$ cat src/rtl/ps2_pkg.sv
// ---------------------------------------------------------------------------
// ps2_pkg
// Shared definitions for the device-side PS/2 transmitter:
//   - ps2_state_e : transmitter FSM states (IDLE, HIGH, LOW, GAP)
//   - FRAME_BITS, START_BIT, STOP_BIT, LAST_BIT : frame layout constants
//   - odd_parity() : parity bit sent after the eight data bits
//   - ps2_cnt_width() : width of the shared half-period / gap down-counter
// ---------------------------------------------------------------------------
package ps2_pkg;

    typedef enum logic [1:0] {
        IDLE = 2'd0,
        HIGH = 2'd1,
        LOW  = 2'd2,
        GAP  = 2'd3
    } ps2_state_e;

    localparam int         FRAME_BITS = 11;
    localparam logic       START_BIT  = 1'b0;
    localparam logic       STOP_BIT   = 1'b1;
    localparam logic [3:0] LAST_BIT   = 4'd10;

    // PS/2 parity makes the total count of ones in data + parity odd.
    function automatic logic odd_parity(input logic [7:0] data_byte);
        return ~(^data_byte);
    endfunction

    // One counter serves both phase lengths, so it is sized for the larger
    // reload value; it never needs fewer than one bit.
    function automatic int ps2_cnt_width(input int half_period, input int gap_cycles);
        int w_hp;
        int w_gap;
        int w_max;
        w_hp  = $clog2(half_period);
        w_gap = $clog2(gap_cycles);
        w_max = (w_hp > w_gap) ? w_hp : w_gap;
        return (w_max < 1) ? 1 : w_max;
    endfunction

endpackage

$ cat src/rtl/ps2_device_tx_half_timer.sv
// ---------------------------------------------------------------------------
// ps2_half_timer
// Down-counter timing one PS/2 clock half-period or the inter-byte gap.
// Loading N-1 makes o_tick rise on the N-th cycle of the phase, so the FSM
// moves on at the edge that ends that cycle. The counter parks at zero and
// never wraps.
// Ports:
//   clk        in   system clock
//   n_reset    in   asynchronous active-low reset
//   i_load     in   load i_load_val this cycle (wins over counting)
//   i_load_val in   reload value (phase length - 1)
//   o_tick     out  count has reached zero
// ---------------------------------------------------------------------------
module ps2_half_timer #(
    parameter int CNT_W = 10
) (
    input  logic             clk,
    input  logic             n_reset,
    input  logic             i_load,
    input  logic [CNT_W-1:0] i_load_val,
    output logic             o_tick
);

    logic [CNT_W-1:0] r_cnt;

    // Phase counter: reload on request, otherwise count down and hold at zero.
    always_ff @(posedge clk or negedge n_reset) begin
        if (!n_reset) begin
            r_cnt <= {CNT_W{1'b0}};
        end else if (i_load) begin
            r_cnt <= i_load_val;
        end else if (r_cnt != {CNT_W{1'b0}}) begin
            r_cnt <= r_cnt - CNT_W'(1);
        end else begin
            r_cnt <= r_cnt;
        end
    end

    assign o_tick = (r_cnt == {CNT_W{1'b0}});

endmodule

$ cat src/rtl/ps2_device_tx.sv
// ---------------------------------------------------------------------------
// ps2_device_tx
// Device-side PS/2 keyboard transmitter. Accepts scancode bytes with a
// valid/ready handshake and serialises each as an 11-bit frame (start 0,
// data LSB first, odd parity, stop 1). Every bit is a HIGH half-period
// followed by a LOW half-period of ps2_clk; ps2_data only changes on the
// first cycle of HIGH so the host sees it stable at the falling edge.
// After the stop bit the clock is released for one more half-period, then
// both lines stay high for GAP_CYCLES before the next byte is taken.
//
// Optional build macro: PS2_INHIBIT_EN
//   Synchronises ps2_clk_in; a low host clock defers new bytes in IDLE and
//   aborts a frame during the HIGH phase of bits 0..9, after which the
//   retained byte is resent automatically once the line is released.
//   Without the macro ps2_clk_in is ignored.
//
// Ports:
//   clk         in   system clock (25 MHz pixel clock)
//   n_reset     in   asynchronous active-low reset
//   tx_data     in   byte to send, held stable while tx_valid is high
//   tx_valid    in   tx_data is valid
//   tx_ready    out  byte accepted on this edge if tx_valid is high
//   ps2_clk_in  in   sensed PS/2 clock line (inhibit build only)
//   ps2_clk     out  driven PS/2 clock, idle high
//   ps2_data    out  driven PS/2 data, idle high
//   busy        out  frame or gap in progress
// ---------------------------------------------------------------------------
module ps2_device_tx
    import ps2_pkg::*;
#(
    parameter int HALF_PERIOD = 1000,
    parameter int GAP_CYCLES  = 2500
) (
    input  logic       clk,
    input  logic       n_reset,
    input  logic [7:0] tx_data,
    input  logic       tx_valid,
    output logic       tx_ready,
    input  logic       ps2_clk_in,
    output logic       ps2_clk,
    output logic       ps2_data,
    output logic       busy
);

    localparam int               CNT_W    = ps2_cnt_width(HALF_PERIOD, GAP_CYCLES);
    localparam logic [CNT_W-1:0] HP_LOAD  = CNT_W'(HALF_PERIOD - 1);
    localparam logic [CNT_W-1:0] GAP_LOAD = CNT_W'(GAP_CYCLES - 1);

    ps2_state_e       r_state;
    logic [3:0]       r_bit;
    logic [9:0]       r_shift;      // {stop, parity, data[7:0]} still to send
    logic [7:0]       r_byte;       // kept for retransmission after an abort
    logic             r_release;    // HIGH phase is the post-stop clock release
    logic             r_retx;       // resend r_byte when the gap ends
    logic             r_ps2_clk;
    logic             r_ps2_data;
    logic             r_tx_ready;
    logic             r_busy;

    ps2_state_e       w_state_nxt;
    logic [3:0]       w_bit_nxt;
    logic [9:0]       w_shift_nxt;
    logic [7:0]       w_byte_nxt;
    logic             w_release_nxt;
    logic             w_retx_nxt;
    logic             w_clk_nxt;
    logic             w_data_nxt;
    logic             w_ready_nxt;
    logic             w_busy_nxt;
    logic             w_load;
    logic [CNT_W-1:0] w_load_val;
    logic             w_tick;
    logic             w_line_ok;    // host is not holding the clock low

`ifdef PS2_INHIBIT_EN
    logic [1:0] r_sync;

    // Two-flop synchroniser for the host-driven clock line; idles released.
    always_ff @(posedge clk or negedge n_reset) begin
        if (!n_reset) begin
            r_sync <= 2'b11;
        end else begin
            r_sync <= {r_sync[0], ps2_clk_in};
        end
    end

    assign w_line_ok = r_sync[1];
`else
    logic w_unused_clk_in;
    assign w_unused_clk_in = ps2_clk_in;
    assign w_line_ok       = 1'b1;
`endif

    ps2_half_timer #(
        .CNT_W (CNT_W)
    ) u_timer (
        .clk        (clk),
        .n_reset    (n_reset),
        .i_load     (w_load),
        .i_load_val (w_load_val),
        .o_tick     (w_tick)
    );

    // Next-state, next-output and datapath update for the frame FSM.
    always_comb begin
        w_state_nxt   = r_state;
        w_bit_nxt     = r_bit;
        w_shift_nxt   = r_shift;
        w_byte_nxt    = r_byte;
        w_release_nxt = r_release;
        w_retx_nxt    = r_retx;
        w_clk_nxt     = r_ps2_clk;
        w_data_nxt    = r_ps2_data;
        w_load        = 1'b0;
        w_load_val    = HP_LOAD;

        case (r_state)
            IDLE: begin
                w_clk_nxt  = 1'b1;
                if (tx_valid && r_tx_ready) begin
                    w_state_nxt   = HIGH;
                    w_bit_nxt     = 4'd0;
                    w_byte_nxt    = tx_data;
                    w_shift_nxt   = {STOP_BIT, odd_parity(tx_data), tx_data};
                    w_release_nxt = 1'b0;
                    w_data_nxt    = START_BIT;
                    w_load        = 1'b1;
                    w_load_val    = HP_LOAD;
                end else begin
                    w_data_nxt    = 1'b1;
                end
            end

            HIGH: begin
                // Host inhibit before the stop bit: drop the frame, keep the byte.
                if (!w_line_ok && !r_release && (r_bit != LAST_BIT)) begin
                    w_state_nxt = GAP;
                    w_clk_nxt   = 1'b1;
                    w_data_nxt  = 1'b1;
                    w_retx_nxt  = 1'b1;
                    w_load      = 1'b1;
                    w_load_val  = GAP_LOAD;
                end else if (w_tick) begin
                    if (r_release) begin
                        w_state_nxt   = GAP;
                        w_release_nxt = 1'b0;
                        w_load        = 1'b1;
                        w_load_val    = GAP_LOAD;
                    end else begin
                        w_state_nxt   = LOW;
                        w_clk_nxt     = 1'b0;
                        w_load        = 1'b1;
                        w_load_val    = HP_LOAD;
                    end
                end else begin
                    w_state_nxt = HIGH;
                end
            end

            LOW: begin
                if (w_tick) begin
                    w_state_nxt = HIGH;
                    w_clk_nxt   = 1'b1;
                    w_load      = 1'b1;
                    w_load_val  = HP_LOAD;
                    if (r_bit == LAST_BIT) begin
                        w_release_nxt = 1'b1;
                        w_data_nxt    = 1'b1;
                    end else begin
                        w_bit_nxt     = r_bit + 4'd1;
                        w_data_nxt    = r_shift[0];
                        w_shift_nxt   = {1'b1, r_shift[9:1]};
                    end
                end else begin
                    w_state_nxt = LOW;
                end
            end

            GAP: begin
                // The gap only starts counting once the host lets go of the clock.
                if (!w_line_ok) begin
                    w_load     = 1'b1;
                    w_load_val = GAP_LOAD;
                end else if (w_tick) begin
                    if (r_retx) begin
                        w_state_nxt   = HIGH;
                        w_retx_nxt    = 1'b0;
                        w_bit_nxt     = 4'd0;
                        w_shift_nxt   = {STOP_BIT, odd_parity(r_byte), r_byte};
                        w_release_nxt = 1'b0;
                        w_clk_nxt     = 1'b1;
                        w_data_nxt    = START_BIT;
                        w_load        = 1'b1;
                        w_load_val    = HP_LOAD;
                    end else begin
                        w_state_nxt   = IDLE;
                    end
                end else begin
                    w_state_nxt = GAP;
                end
            end

            default: begin
                w_state_nxt = IDLE;
                w_clk_nxt   = 1'b1;
                w_data_nxt  = 1'b1;
            end
        endcase

        // Ready/busy follow from staying in IDLE, so ready drops on the accept
        // edge and rises one cycle after the FSM returns to IDLE.
        w_ready_nxt = (r_state == IDLE) && (w_state_nxt == IDLE) && w_line_ok;
        w_busy_nxt  = !((r_state == IDLE) && (w_state_nxt == IDLE));
    end

    // FSM state, frame datapath and registered line/handshake outputs.
    always_ff @(posedge clk or negedge n_reset) begin
        if (!n_reset) begin
            r_state    <= IDLE;
            r_bit      <= 4'd0;
            r_shift    <= 10'd0;
            r_byte     <= 8'd0;
            r_release  <= 1'b0;
            r_retx     <= 1'b0;
            r_ps2_clk  <= 1'b1;
            r_ps2_data <= 1'b1;
            r_tx_ready <= 1'b0;
            r_busy     <= 1'b0;
        end else begin
            r_state    <= w_state_nxt;
            r_bit      <= w_bit_nxt;
            r_shift    <= w_shift_nxt;
            r_byte     <= w_byte_nxt;
            r_release  <= w_release_nxt;
            r_retx     <= w_retx_nxt;
            r_ps2_clk  <= w_clk_nxt;
            r_ps2_data <= w_data_nxt;
            r_tx_ready <= w_ready_nxt;
            r_busy     <= w_busy_nxt;
        end
    end

    assign tx_ready = r_tx_ready;
    assign ps2_clk  = r_ps2_clk;
    assign ps2_data = r_ps2_data;
    assign busy     = r_busy;

endmodule

$ cat config.mk
export PLATFORM = sky130hd
export DESIGN_NAME = ps2_device_tx
export DESIGN_NICKNAME = d
export VERILOG_FILES = /design/src/rtl/ps2_pkg.sv /design/src/rtl/ps2_device_tx_half_timer.sv /design/src/rtl/ps2_device_tx.sv
export SDC_FILE = /design/constraint.sdc
export NUM_CORES = 1
export LEC_CHECK = 0
export ABC_AREA = 1
export CAP_MARGIN = 20
export CELL_PAD_IN_SITES_DETAIL_PLACEMENT = 1
export CELL_PAD_IN_SITES_GLOBAL_PLACEMENT = 1
export CORE_MARGIN = 2
export CORE_UTILIZATION = 46
export DETAILED_ROUTE_END_ITERATION = 6
export GPL_TIMING_DRIVEN = 0
export PLACE_DENSITY = 0.84
export SLEW_MARGIN = 10
export SYNTH_ARGS = -nofsm -noshare
export SYNTH_HDL_FRONTEND = slang
export SYNTH_SLANG_ARGS = --single-unit
$ cat constraint.sdc
create_clock -name clk -period 3.71 [get_ports clk]
set_input_delay 0.371 -clock clk [delete_from_list [all_inputs] [get_ports clk]]
set_output_delay 0.371 -clock clk [all_outputs]
set_load 0.02 [all_outputs]
[Word level (Yosys, flattened, before mapping)]
Index checks and enable logic that the tools add are counted.
Storage, ports and cells
  logic and storage cells: 76
  bits of input ports: 12
  output and inout bits: 4
  flip-flop bits (word level): 33
Cells by class
  bitwise gates (word level): 3
  equality and inequality tests: 11
  add/sub/neg operators: 2
  reduce and logical (&&, ||, !) cells: 16
  multiplexer cells: 35
Operators with widths (count)
  12-bit 2-to-1 mux: 4
  10-bit 2-to-1 mux: 3
  12-bit one-hot mux with 2 select lines: 1
  10-bit one-hot mux with 2 select lines: 1
  1-bit 2-to-1 mux: 13
  12-bit zero test: 1
  4-bit 2-to-1 mux: 3
  6-bit AND reduction: 2
  12-bit nonzero test: 1
  12-bit by 1-bit subtractor with 12-bit output (second input constant): 1
  1-bit one-hot mux with 3 select lines: 3
  2-bit 2-to-1 mux: 4
  2-bit inequality test (second input constant): 4
  2-bit one-hot mux with 4 select lines: 1
  4-bit one-hot mux with 2 select lines: 1
  8-bit XOR reduction: 1
  2-bit by 1-bit inequality test with 1-bit output (second input constant): 3
  5-bit AND reduction: 1
  4-bit by 1-bit adder with 4-bit output (second input constant): 1
  2-bit == test (second input constant): 2
  4-bit == test (second input constant): 1
  2-bit zero test: 2
  4-bit AND reduction: 1
  1-bit NOT: 3
  other kinds (8): 9

[Depth between registers and ports, before layout]
Gate-level depths: netlist of run 1.
  depth in word-level cells: 6
  gate-level depth with buffers: 11
  mapped depth without buffers: 11

[Modules after synthesis]
From an unflattened synthesis of run 1, not the netlist that was laid out.
Second synthesis, totals
  cells, all modules: 308
  area, all modules: 2230.9 sq um
Modules (own cells, without submodules)
  ps2_device_tx: instances 1, sequential area each 528.0 sq um, area an instance 1396.3 sq um, cells each 186
  ps2_half_timer: instances 1, sequential area each 300.3 sq um, area an instance 834.6 sq um, cells each 122

[Least setup slack after synthesis of run 1]
No wires, ideal clock.
  path type: register to register
  from: register r_state[0]
  to: register r_bit[3]
  buffers on the path: 2
  clock period less this slack: 1.605 ns
  required time: 3.594 ns
  path slack: 2.105 ns
  cell stages (with the launch flop): 9
  library setup time: 0.116 ns
  arrival: 1.488 ns
  path through: dfrtp_1 > inv_1 > ha_1 > clkbuf_1 > o21ai_1 > nand3_4 > buf_2 > nand2_1 > nand2_1
On the way
  longest elaborated chain between the ends: 3
  elaborated cells between the ends (all ways): 11
  those cells by class: eq/ne: 6; mux: 1; bitwise: 1; reduce/logical: 3
Ends and longest elaborated chain
  from (decl): line ps2_device_tx.sv:49  | ps2_state_e r_state;
  from (signal assigned): line ps2_device_tx.sv:230  | r_state <= w_state_nxt;
  2-bit == test or 2-bit zero test (tied branches): line ps2_device_tx.sv:117  | case (r_state)
  2-bit by 1-bit inequality test with 1-bit output (no source line) (tied with other cells)
  6-bit AND reduction (no source line)
  to (signal assigned): line ps2_device_tx.sv:231  | r_bit <= w_bit_nxt;
  to (decl): line ps2_device_tx.sv:50  | logic [3:0] r_bit;
Several ways; a longest one is shown, not always the timed one.
A chain may end at the register's enable or synchronous reset.

[Worst setup path in the final report of run 1]
Same ends and word-level chain as after synthesis.

==> results of run 1 <==
## layout make-up
type	count	area share, %
plain buffers	4	1.021
clock buffers	7	3.708
clock inverters	1	1.290
inverters	30	4.836
multi-input cells	207	44.98
flip-flops and latches	33	35.57
well taps	52	2.794
repair buffers	14	5.803
## per-layer routing
| metal | global-route usage, % | vias to the layer above |
|---|---|---|
| li1 | - | 894 |
| met1 | 26.32 | 821 |
| met2 | 35.77 | 21 |
| met3 | 6.061 | 14 |
| met4 | 9.402 | 0 |
| met5 | 0 | - |
## report_power, final
group	total (mW)	switching, mW	internal, mW
Sequential	0.360	0	0.360
Clock	0.355	0.136	0.219
Combinational	0.0405	0.0226	0.0179
## through the flow
step	total power, mW	area (µm²)	cells
after floorplan	0.3845	2012	274
after global placement	0.4070	2217	340
after detailed placement	0.4081	2212	340
after CTS	0.7652	2328	348
after global routing	0.7867	2328	348
final	0.7552	2328	348
## cell usage in the layout, fill, tap and decap left out, drive strengths merged
cell type / count
xnor2: 6
buf: 3
nand4: 1
o21ai: 12
o211ai: 2
o22ai: 1
clkinv: 1
a21oi: 10
nand2: 116
ha: 9
inv: 29
nand3: 18
a21boi: 1
clkbuf: 9
bufinv: 1
nor2: 24
o31ai: 1
dfstp: 2
or2: 1
clkdlybuf4s50: 13
xor2: 5
dfrtp: 31
## how the worst min path moves through the flow
stage	startpoint	endpoint	slack (ns)	cells past startpoint
6_report	n_reset	r_shift[7]	0.13	1
5_1_grt	n_reset	r_shift[7]	0.20	1
4_1_cts	n_reset	r_shift[8]	0.17	1
3_5_place_dp	ps2_clk	ps2_clk	0.46	2
3_3_place_gp	r_shift[9]	r_shift[9]	0.45	1
2_1_floorplan	n_reset	busy	0.08	0
## cells by family (layout without fill, tap and decap cells)
group	count (synthesis)	count (layout)	share of synthesized area (%)
xor gates and xnor gates	11	11	4.788
buffers and inverters	34	56	6.778
DFF	33	33	41.17
adders and majority gates	9	9	5.597
AOI/OAI and AO/OA	27	27	7.277
and+or+nand+nor	160	160	34.39
## registers in the layout, summed over array words and instances, names as in the netlist
signal and cells:
r_bit 4, tx_ready 1, r_state 2, r_shift 10, busy 1, r_release 1
ps2_clk 1, u_timer.r_cnt 12, ps2_data 1
## worst max-delay path: stages (launching register included)
cell	delay, ns
dfrtp_1	0.42
inv_1	0.15
ha_1	0.23
clkbuf_1	0.40
o21ai_1	0.19
nand3_4	0.14
buf_2	0.23
nand2_1	0.07
nand2_1	0.07
==> qor.tcl, run 1 <==
set qor(outcome) {finished clean}
set qor(insertion_delay_ns) 0.29
set qor(gp_routability_congestion) 0.7801
set qor(wl_met3_um) 137
set qor(die_y_extent_um) 70.14
set qor(ys_seq_area_share_pct) 41.17
set qor(worst_setup_slack_for_register_to_register_paths_ns) 1.76
set qor(post_synth_main_area_contributors) {dfrtp_1 (39%), nand2_1 (21%), ha_1 (5.6%)}
set qor(syn_inst) 274
set qor(unrepaired_setup_endpoints_after_global_routing) {false}
set qor(final.hold.worst_slack_ns) 0.1349
set qor(cp-startpoint) {r_state[0]}
set qor(rr_endpoint) {r_bit[3]}
set qor(initial_antenna_violation_count) 0
set qor(largest_net_degree_at_the_start_of_global_routing) 34
set qor(critPathCapture) {r_bit[3]}
set qor(drt_first_pass_iters) 4
set qor(p_leak_nw) 1.254
set qor(ys_seq_elements) 33
set qor(synth_warnings) 0
set qor(setup_tns_ns) 0
set qor(clock_sinks) 33
set qor(synth.cell_area_um2) 2012
set qor(grt_pass1_wl_mm) 8.355
set qor(io_pins) 16
set qor(crit_path_kind) {reg -> reg}
set qor(totalWireLength_mm) 4.569
set qor(num_vias) 1750
set qor(cts_hold_buffers) 0
set qor(worstPathMaxFanout) 10
set qor(globalRoute.totalOverflow) 0
set qor(post-route-min-period_ns) 1.951
set qor(multi_input_area_um2) 1047
set qor(numCtsBuffers) 5
set qor(post-cts-setup-buffers) 0
set qor(setup.worst_path.start_class) {flip-flop}
set qor(fin_crit_sh_pct) 52.60
set qor(max_clock_freq_mhz) 512.4
set qor(cts-root-to-sink-buffers) 2
set qor(drt_first_iter_violations) 53
set qor(critPathRequiredTime_ns) 3.94
set qor(filler_cell_count) 556
set qor(layout_setup_ws_ns) 1.759
set qor(r2r_cells) 8
set qor(maxSlewHeadroom_pct) 50.99
set qor(synth.net_count) 295
set qor(timing.final.hold_violations) 0
set qor(max_slew_violation_count) 0
set qor(report.final.setup_viol) 0
set qor(cts-resized-gates) 0
set qor(layout-area-overhead-vs-synth_pct) 15.73
set qor(grtUsageTotal_pct) 21.62
set qor(die_area_um2) 4919
set qor(number_of_enable_flip_flop_cells_after_synthesis) 0
set qor(fin_skew_ns) 0.007750
set qor(reg_clk_slew_reported_paths_ns) 0.07
set qor(highest-signal-layer) {met4}
set qor(syn_avg_cell_area_um2) 7.343
set qor(met2_wirelength_mm) 2.180
set qor(dp_worst_setup_slack_ns) 1.736
set qor(std_cell_core_area_um2) 4294
set qor(power_density_nw_per_um2) 324.3
set qor(drc_errors) 0
set qor(cp-end-kind) {flip-flop}
set qor(post_synth_num_cell_types) 29
set qor(port_buffers) 14
set qor(most_common_cell_in_the_netlist) {nand2_1}
set qor(worst-slew-pin-transition_ns) 0.7352
set qor(synth_top_flop_cell) {dfrtp_1}
set qor(post-synth-top-area-fraction_pct) 38.56
set qor(final_layout_size_suffix_gt1_share_pct) 9.459
set qor(route.detailed.vias_per_inst) 5.029
set qor(yosys.area.top_type) {dfrtp_1}
set qor(grt_pass1_vias) 1901
set qor(synthTopCellsByCount) {nand2_1 (112), dfrtp_1 (31), inv_1 (23)}
set qor(ys_async_sr_fraction_pct) 100.0
set qor(postLayoutCoreUtil_pct) 54.22
set qor(postRouteAntennaNets) 0
set qor(antenna_cells) 0
set qor(wire_per_inst_um) 13.13
set qor(hpwl_mm) 3.481
set qor(nets) 316
set qor(reg2reg_from) {r_state[0]}
set qor(sequential_cell_area_um2) 828.3
set qor(critPathArrivalTime_ns) 2.18
set qor(chipWidth_um) 70.14
set qor(worst_hold_path_type) {in -> async}
set qor(max-vdd-ir-drop_uv) 193.9
set qor(detail_route.wirelength.met1_mm) 2.139
set qor(ctsRootBufferMaster) {clkbuf_8}
set qor(maxCapViolCount) 0
set qor(tritoncts) {done}
set qor(cts-htree-levels) 2
set qor(placement_rows) 24
set qor(floorplan.initialDensity_pct) 46.85
(Power assumes the default switching activity.)
==> inputs of run 2 (changes only) <==
--- a/config.mk
+++ b/config.mk
@@ -10,10 +10,10 @@
 export CELL_PAD_IN_SITES_DETAIL_PLACEMENT = 1
 export CELL_PAD_IN_SITES_GLOBAL_PLACEMENT = 1
 export CORE_MARGIN = 2
-export CORE_UTILIZATION = 46
+export CORE_UTILIZATION = 38
 export DETAILED_ROUTE_END_ITERATION = 6
 export GPL_TIMING_DRIVEN = 0
-export PLACE_DENSITY = 0.84
+export PLACE_DENSITY = 0.74
 export SLEW_MARGIN = 10
 export SYNTH_ARGS = -nofsm -noshare
 export SYNTH_HDL_FRONTEND = slang
==> constraint.sdc (replaced) <==
create_clock -name clk -period 1.55 [get_ports clk]
set_input_delay 0.155 -clock clk [delete_from_list [all_inputs] [get_ports clk]]
set_output_delay 0.155 -clock clk [all_outputs]
set_load 0.02 [all_outputs]
==> run 2 against run 1 <==
Compared with the run above:
- hold slack improved by 0.33 ns
- sequential share of layout area is 4.0 points lower
- core utilization is 2.8 points lower
- first-iteration DRC count is 40% higher
- critical path depth up 2
- global-route usage is 2.6 points lower
- critical endpoint is now r_shift[6]
- via count increased by 6.3%
- die area grew 20%
- sequential cell count is the same
- combinational power grew to 2.5 times the previous value
==> qor.tcl, run 2 (same netlist as run 1, synthesis figures left out) <==
set qor(nets) 336
set qor(worstPathMaxFanout) 5
set qor(max_clock_freq_mhz) 649.2
set qor(r2r_cells) 10
set qor(post-layout-total-power_mw) 1.603
set qor(post-route-min-period_ns) 1.540
set qor(grt_pass1_wl_mm) 9.052
set qor(most-common-layout-cells) {nand2_1 (97), dfrtp_1 (30), buf_4 (18)}
set qor(fin_crit_sh_pct) 99.38
set qor(power_density_nw_per_um2) 610.6
set qor(placement_rows) 26
set qor(initial_antenna_violation_count) 0
set qor(largest_register_ffs) 12
set qor(cts-htree-levels) 2
set qor(outcome) {finished clean}
set qor(worst_setup_slack_for_register_to_register_paths_ns) 0.01
set qor(reg_clk_slew_reported_paths_ns) 0.07
set qor(die_y_extent_um) 76.77
set qor(worst_hold_path_type) {reg -> reg}
set qor(fin_skew_ns) 0.003397
set qor(layout_setup_ws_ns) 0.009660
set qor(totalWireLength_mm) 5.366
set qor(tritoncts) {done}
set qor(maxSlewHeadroom_pct) 48.58
set qor(dp_worst_setup_slack_ns) -0.2711
set qor(worstHoldEndpoint) {ps2_clk}
set qor(reg2reg_from) {u_timer.r_cnt[7]}
set qor(gp_routability_congestion) 0.7709
set qor(cp-startpoint) {u_timer.r_cnt[7]}
set qor(hpwl_mm) 3.534
set qor(clock_sinks) 33
set qor(port_buffers) 14
set qor(maxCapViolCount) 0
set qor(critPathArrivalTime_ns) 1.77
set qor(final-instance-count-excl-fill) 386
set qor(layout-area-overhead-vs-synth_pct) 30.47
set qor(holdPathStages) 2
set qor(timing.final.hold_violations) 0
set qor(worst-slew-pin-transition_ns) 0.7713
set qor(route.detailed.vias_per_inst) 4.821
set qor(chipWidth_um) 76.77
set qor(cp-end-kind) {flip-flop}
set qor(postLayoutCoreUtil_pct) 51.40
set qor(wire_per_inst_um) 13.90
set qor(final_layout_size_suffix_gt1_share_pct) 25.63
set qor(largest_net_degree_at_the_start_of_global_routing) 34
set qor(top_regs) {u_timer.r_cnt (12), r_shift (10), r_bit (4)}
set qor(setup.worst_path.start_class) {flip-flop}
set qor(p_leak_nw) 1.359
set qor(drt_first_iter_violations) 74
set qor(worst_hold_startpoint) {ps2_clk}
set qor(io_pins) 16
set qor(report.final.setup_viol) 0
set qor(numPlacedInstances) 358
set qor(insertion_delay_ns) 0.29
set qor(grt_pass1_vias) 2030
set qor(crit_path_kind) {reg -> reg}
set qor(postRouteAntennaNets) 0
set qor(die_area_um2) 5893
set qor(final_common_cell) {nand2_1}
set qor(ctsRootBufferMaster) {clkbuf_8}
set qor(antenna_cells) 0
set qor(cts-root-to-sink-buffers) 2
set qor(max-vdd-ir-drop_uv) 349.9
set qor(drt_first_pass_iters) 4
set qor(globalRoute.totalOverflow) 0
set qor(final.hold.worst_slack_ns) 0.4646
set qor(critPathRequiredTime_ns) 1.78
set qor(num_vias) 1861
set qor(rr_endpoint) {r_shift[6]}
set qor(unrepaired_setup_endpoints_after_global_routing) {true}
set qor(grtUsageTotal_pct) 18.99
set qor(std_cell_core_area_um2) 5107
set qor(floorplan.initialDensity_pct) 39.39
set qor(drc_errors) 0
set qor(max_slew_violation_count) 0
set qor(largest-register) {u_timer.r_cnt}
set qor(numCtsBuffers) 5
==> run 2: cell types whose count changed in the layout (fill, tap and decap cells not counted), sizes merged <==
cell / before / now
clkdlybuf4s50: 13 / 11
dlygate4sd2: 0 / 2
dlygate4sd3: 0 / 1
clkbuf: 9 / 10
buf: 3 / 22
bufinv: 1 / 0
==> run 2: layout make-up <==
class	count	area, µm²
Tap cell	70	87.58
Multi-Input combinational cell	207	1176
Timing Repair Buffer	34	289.0
Sequential cell	33	829.5
Buffer	4	45.04
Inverter	30	117.6
Fill cell	657	2482
Clock buffer	8	80.08
==> run 2: critical path, stage by stage (launching register included) <==
cell and delay [ns]:
dfrtp_1 0.42, nor2_2 0.15, nand2_2 0.11, nor2_8 0.16, nand2_4 0.09, nand2_4 0.10
nand3_4 0.11, inv_4 0.10, buf_6 0.13, nand2_2 0.05, nand2_1 0.06
==> run 2: how the worst max path moves through the flow <==
| stage | slack (ns) | to |
|---|---|---|
| after floorplan | 0.003 | r_bit[3] |
| after global placement | -0.46 | r_state[1] |
| after detailed placement | -0.27 | u_timer.r_cnt[9] |
| after CTS | -0.008 | r_shift[8] |
| after global routing | -0.12 | u_timer.r_cnt[11] |
| final | 0.01 | r_shift[6] |
==> run 2: metal layers <==
| metal | GRT usage, % | vias to the layer above | routed length (µm) |
|---|---|---|---|
| met5 | 0 | - | 0 |
| met1 | 22.90 | 911 | 2404 |
| met4 | 5.818 | 0 | 60 |
| met2 | 34.04 | 11 | 2807 |
| li1 | - | 932 | - |
| met3 | 3.647 | 7 | 94 |
==> run 2: per-stage QoR <==
stage | cell area (µm²) | setup TNS, ns
final | 2625 | 0
after global routing | 2625 | -1.735
after CTS | 2504 | -0.02830
after detailed placement | 2242 | -5.142
after global placement | 2247 | -18.43
after floorplan | 2019 | 0
==> run 2: power breakdown <==
| group | total [mW] | internal, mW | switching (mW) |
|---|---|---|---|
| clock network | 0.640 | 0.319 | 0.321 |
| logic | 0.102 | 0.0447 | 0.0572 |
| registers | 0.861 | 0.861 | 0 |
==> run 2: repair_timing <==
| item | 4_1_cts | 5_1_grt |
|---|---|---|
| setup buffers | 11 | 7 |
| gates cloned | 1 | 0 |
| endpoints found under the hold margin | 31 | 0 |
| setup endpoints to repair | 32 | 28 |
| pin swaps | 4 | 9 |
| hold buffers | 1 | 0 |
| gates resized for setup | 30 | 22 |
==> inputs of run 3 (changes only) <==
--- a/config.mk
+++ b/config.mk
@@ -6,6 +6,7 @@
 export NUM_CORES = 1
 export LEC_CHECK = 0
 export ABC_AREA = 1
+export ABC_CLOCK_PERIOD_IN_PS = 1550
 export CAP_MARGIN = 20
 export CELL_PAD_IN_SITES_DETAIL_PLACEMENT = 1
 export CELL_PAD_IN_SITES_GLOBAL_PLACEMENT = 1
@@ -14,6 +15,7 @@
 export DETAILED_ROUTE_END_ITERATION = 6
 export GPL_TIMING_DRIVEN = 0
 export PLACE_DENSITY = 0.74
+export SKIP_LAST_GASP = 1
 export SLEW_MARGIN = 10
 export SYNTH_ARGS = -nofsm -noshare
 export SYNTH_HDL_FRONTEND = slang
==> run 3 against run 2 <==
Compared with the run above:
- the run now ends with setup timing left
- die area is the same
- register-to-register slack lost 0.05 ns
- non-clock buffer count grew 11
- wire length grew 9.9%
- worst setup slack lost 0.046 ns
- via count increased by 3.5%
- cell count increased by 2.8%
- combinational power about the same
- clock-buffer cell count did not move
- hold slack improved by 0.0048 ns
==> qor.tcl, run 3 (same netlist as run 1, synthesis figures left out) <==
set qor(power_frac_seq_pct) 53.5
set qor(tritoncts) {done}
set qor(most-common-layout-cells) {nand2_1 (100), dfrtp_1 (30), buf_4 (24)}
set qor(postLayoutCoreUtil_pct) 54.02
set qor(timing.final.hold_violations) 0
set qor(die_area_um2) 5893
set qor(critPathRequiredTime_ns) 1.73
set qor(chipWidth_um) 76.77
set qor(worst_hold_path_type) {reg -> reg}
set qor(grt_pass1_vias) 2021
set qor(top_regs) {u_timer.r_cnt (12), r_shift (10), r_bit (4)}
set qor(fin_crit_sh_pct) 102.4
set qor(internal_power_mw) 1.225
set qor(globalRoute.totalOverflow) 0
set qor(postRouteAntennaNets) 0
set qor(placement.cell_area_um2) 2242
set qor(max-vdd-ir-drop_uv) 350.4
set qor(maxCapViolCount) 0
set qor(netSwitchingPower_mw) 0.3847
set qor(switching_share_pct) 23.90
set qor(ctsRootBufferMaster) {clkbuf_8}
set qor(p_leak_nw) 1.422
set qor(totalWireLength_mm) 5.899
set qor(final_layout_size_suffix_gt1_share_pct) 28.13
set qor(filler_cell_count) 645
set qor(cts-htree-levels) 2
set qor(drc_errors) 0
set qor(logic_gate_share_of_total_power_pct) 6.2
set qor(hpwl_mm) 3.534
set qor(placement_rows) 26
set qor(largest-register) {u_timer.r_cnt}
set qor(std_cell_core_area_um2) 5107
set qor(worst-slew-pin-transition_ns) 0.7946
set qor(setup.worst_path.start_class) {flip-flop}
set qor(final_area_um2) 2759
set qor(port_buffers) 14
set qor(die_y_extent_um) 76.77
set qor(worstPathMaxFanout) 6
set qor(clock_power_share_pct) 40.3
set qor(grtUsageTotal_pct) 18.94
set qor(max_slew_violation_count) 0
set qor(cts-root-to-sink-buffers) 2
set qor(gp_routability_congestion) 0.7709
set qor(wire_per_inst_um) 14.86
set qor(nets) 347
set qor(largest_register_ffs) 12
set qor(clock_sinks) 33
set qor(num_vias) 1926
set qor(crit_path_kind) {reg -> reg}
set qor(failing_checks) {setup timing}
set qor(report.final.setup_viol) 19
set qor(numCtsBuffers) 5
set qor(insertion_delay_ns) 0.29
set qor(floorplan.initialDensity_pct) 39.39
set qor(final_common_cell) {nand2_1}
set qor(antenna_cells) 0
set qor(setup_tns_ns) -0.3804
set qor(post-layout-total-power_mw) 1.610
set qor(initial_antenna_violation_count) 0
set qor(grt_pass1_wl_mm) 9.025
set qor(largest_net_degree_at_the_start_of_global_routing) 34
set qor(layout-area-overhead-vs-synth_pct) 37.13
set qor(unrepaired_setup_endpoints_after_global_routing) {true}
set qor(final.hold.worst_slack_ns) 0.4694
set qor(route.detailed.vias_per_inst) 4.851
set qor(critPathArrivalTime_ns) 1.77
set qor(reg_clk_slew_reported_paths_ns) 0.07
set qor(max_clock_freq_mhz) 630.2
set qor(post-route-min-period_ns) 1.587
set qor(layout_setup_ws_ns) -0.03672
set qor(power_density_nw_per_um2) 583.5
set qor(outcome) {finished with violations}
set qor(fin_skew_ns) 0.004679
set qor(io_pins) 16
set qor(cp-end-kind) {flip-flop}
set qor(maxSlewHeadroom_pct) 47.02
set qor(drt_first_pass_iters) 4
set qor(drt_first_iter_violations) 96
-- run 3: cell type report --
cell class	instances	area, µm²	area share [%]
buffer	4	46.29	1.678
sequential	33	829.5	30.07
inverter	30	127.6	4.626
clock buffer	8	80.08	2.902
tap	70	87.58	3.175
timing repair buffer	45	390.4	14.15
multi-input combinational	207	1197	43.40
-- run 3: worst paths after layout --
check	from	to	slack [ns]	depth (start not counted)
max in group asynchronous	n_reset	u_timer.r_cnt[4]	0.53	2
worst min register to register	ps2_clk	ps2_clk	0.47	2
worst max register to register	r_state[1]	u_timer.r_cnt[2]	-0.04	10
worst max-delay path	r_state[1]	u_timer.r_cnt[2]	-0.04	10
min in group asynchronous	n_reset	u_timer.r_cnt[4]	0.48	2
worst min-delay path	ps2_clk	ps2_clk	0.47	2
-- run 3: worst max-delay path: stages, from the launching register on --
cell and delay [ns]:
dfrtp_1 0.43, inv_4 0.07, buf_4 0.15, ha_4 0.18
nor2_4 0.08, nand3_1 0.08, nand2_2 0.12, clkinv_4 0.10
buf_6 0.14, nand2_2 0.05, a21oi_1 0.06
-- run 3: metal layers --
layer,track usage (%),vias up,wire (µm)
li1,-,954,-
met1,22.90,943,2482
met2,33.86,22,3214
met3,3.647,7,142
met4,5.818,0,60
met5,0,-,0
-- run 3: timing repair --
action,in CTS,in global routing
cloned,1,0
pin swaps,4,14
endpoints found under the hold margin,31,0
hold buffers,1,0
setup endpoints to repair,32,28
gates resized for setup,28,41
setup buffers,11,18
-- run 3: power by group through the flow --
stage	logic, mW	clock network (mW)	registers [mW]
3_5_place_dp	0.101	0	0.877
5_1_grt	0.114	0.705	0.860
2_1_floorplan	0.0429	0	0.878
3_3_place_gp	0.0984	0	0.877
6_report	0.100	0.648	0.861
4_1_cts	0.103	0.667	0.861
-- run 3: metrics by stage --
stage,setup slack (ns),std cells
global route,-0.1524,397
finish,-0.03672,397
floorplan,0.003492,274
CTS,-0.01454,379
detailed placement,-0.2711,358
global placement,-0.4604,358
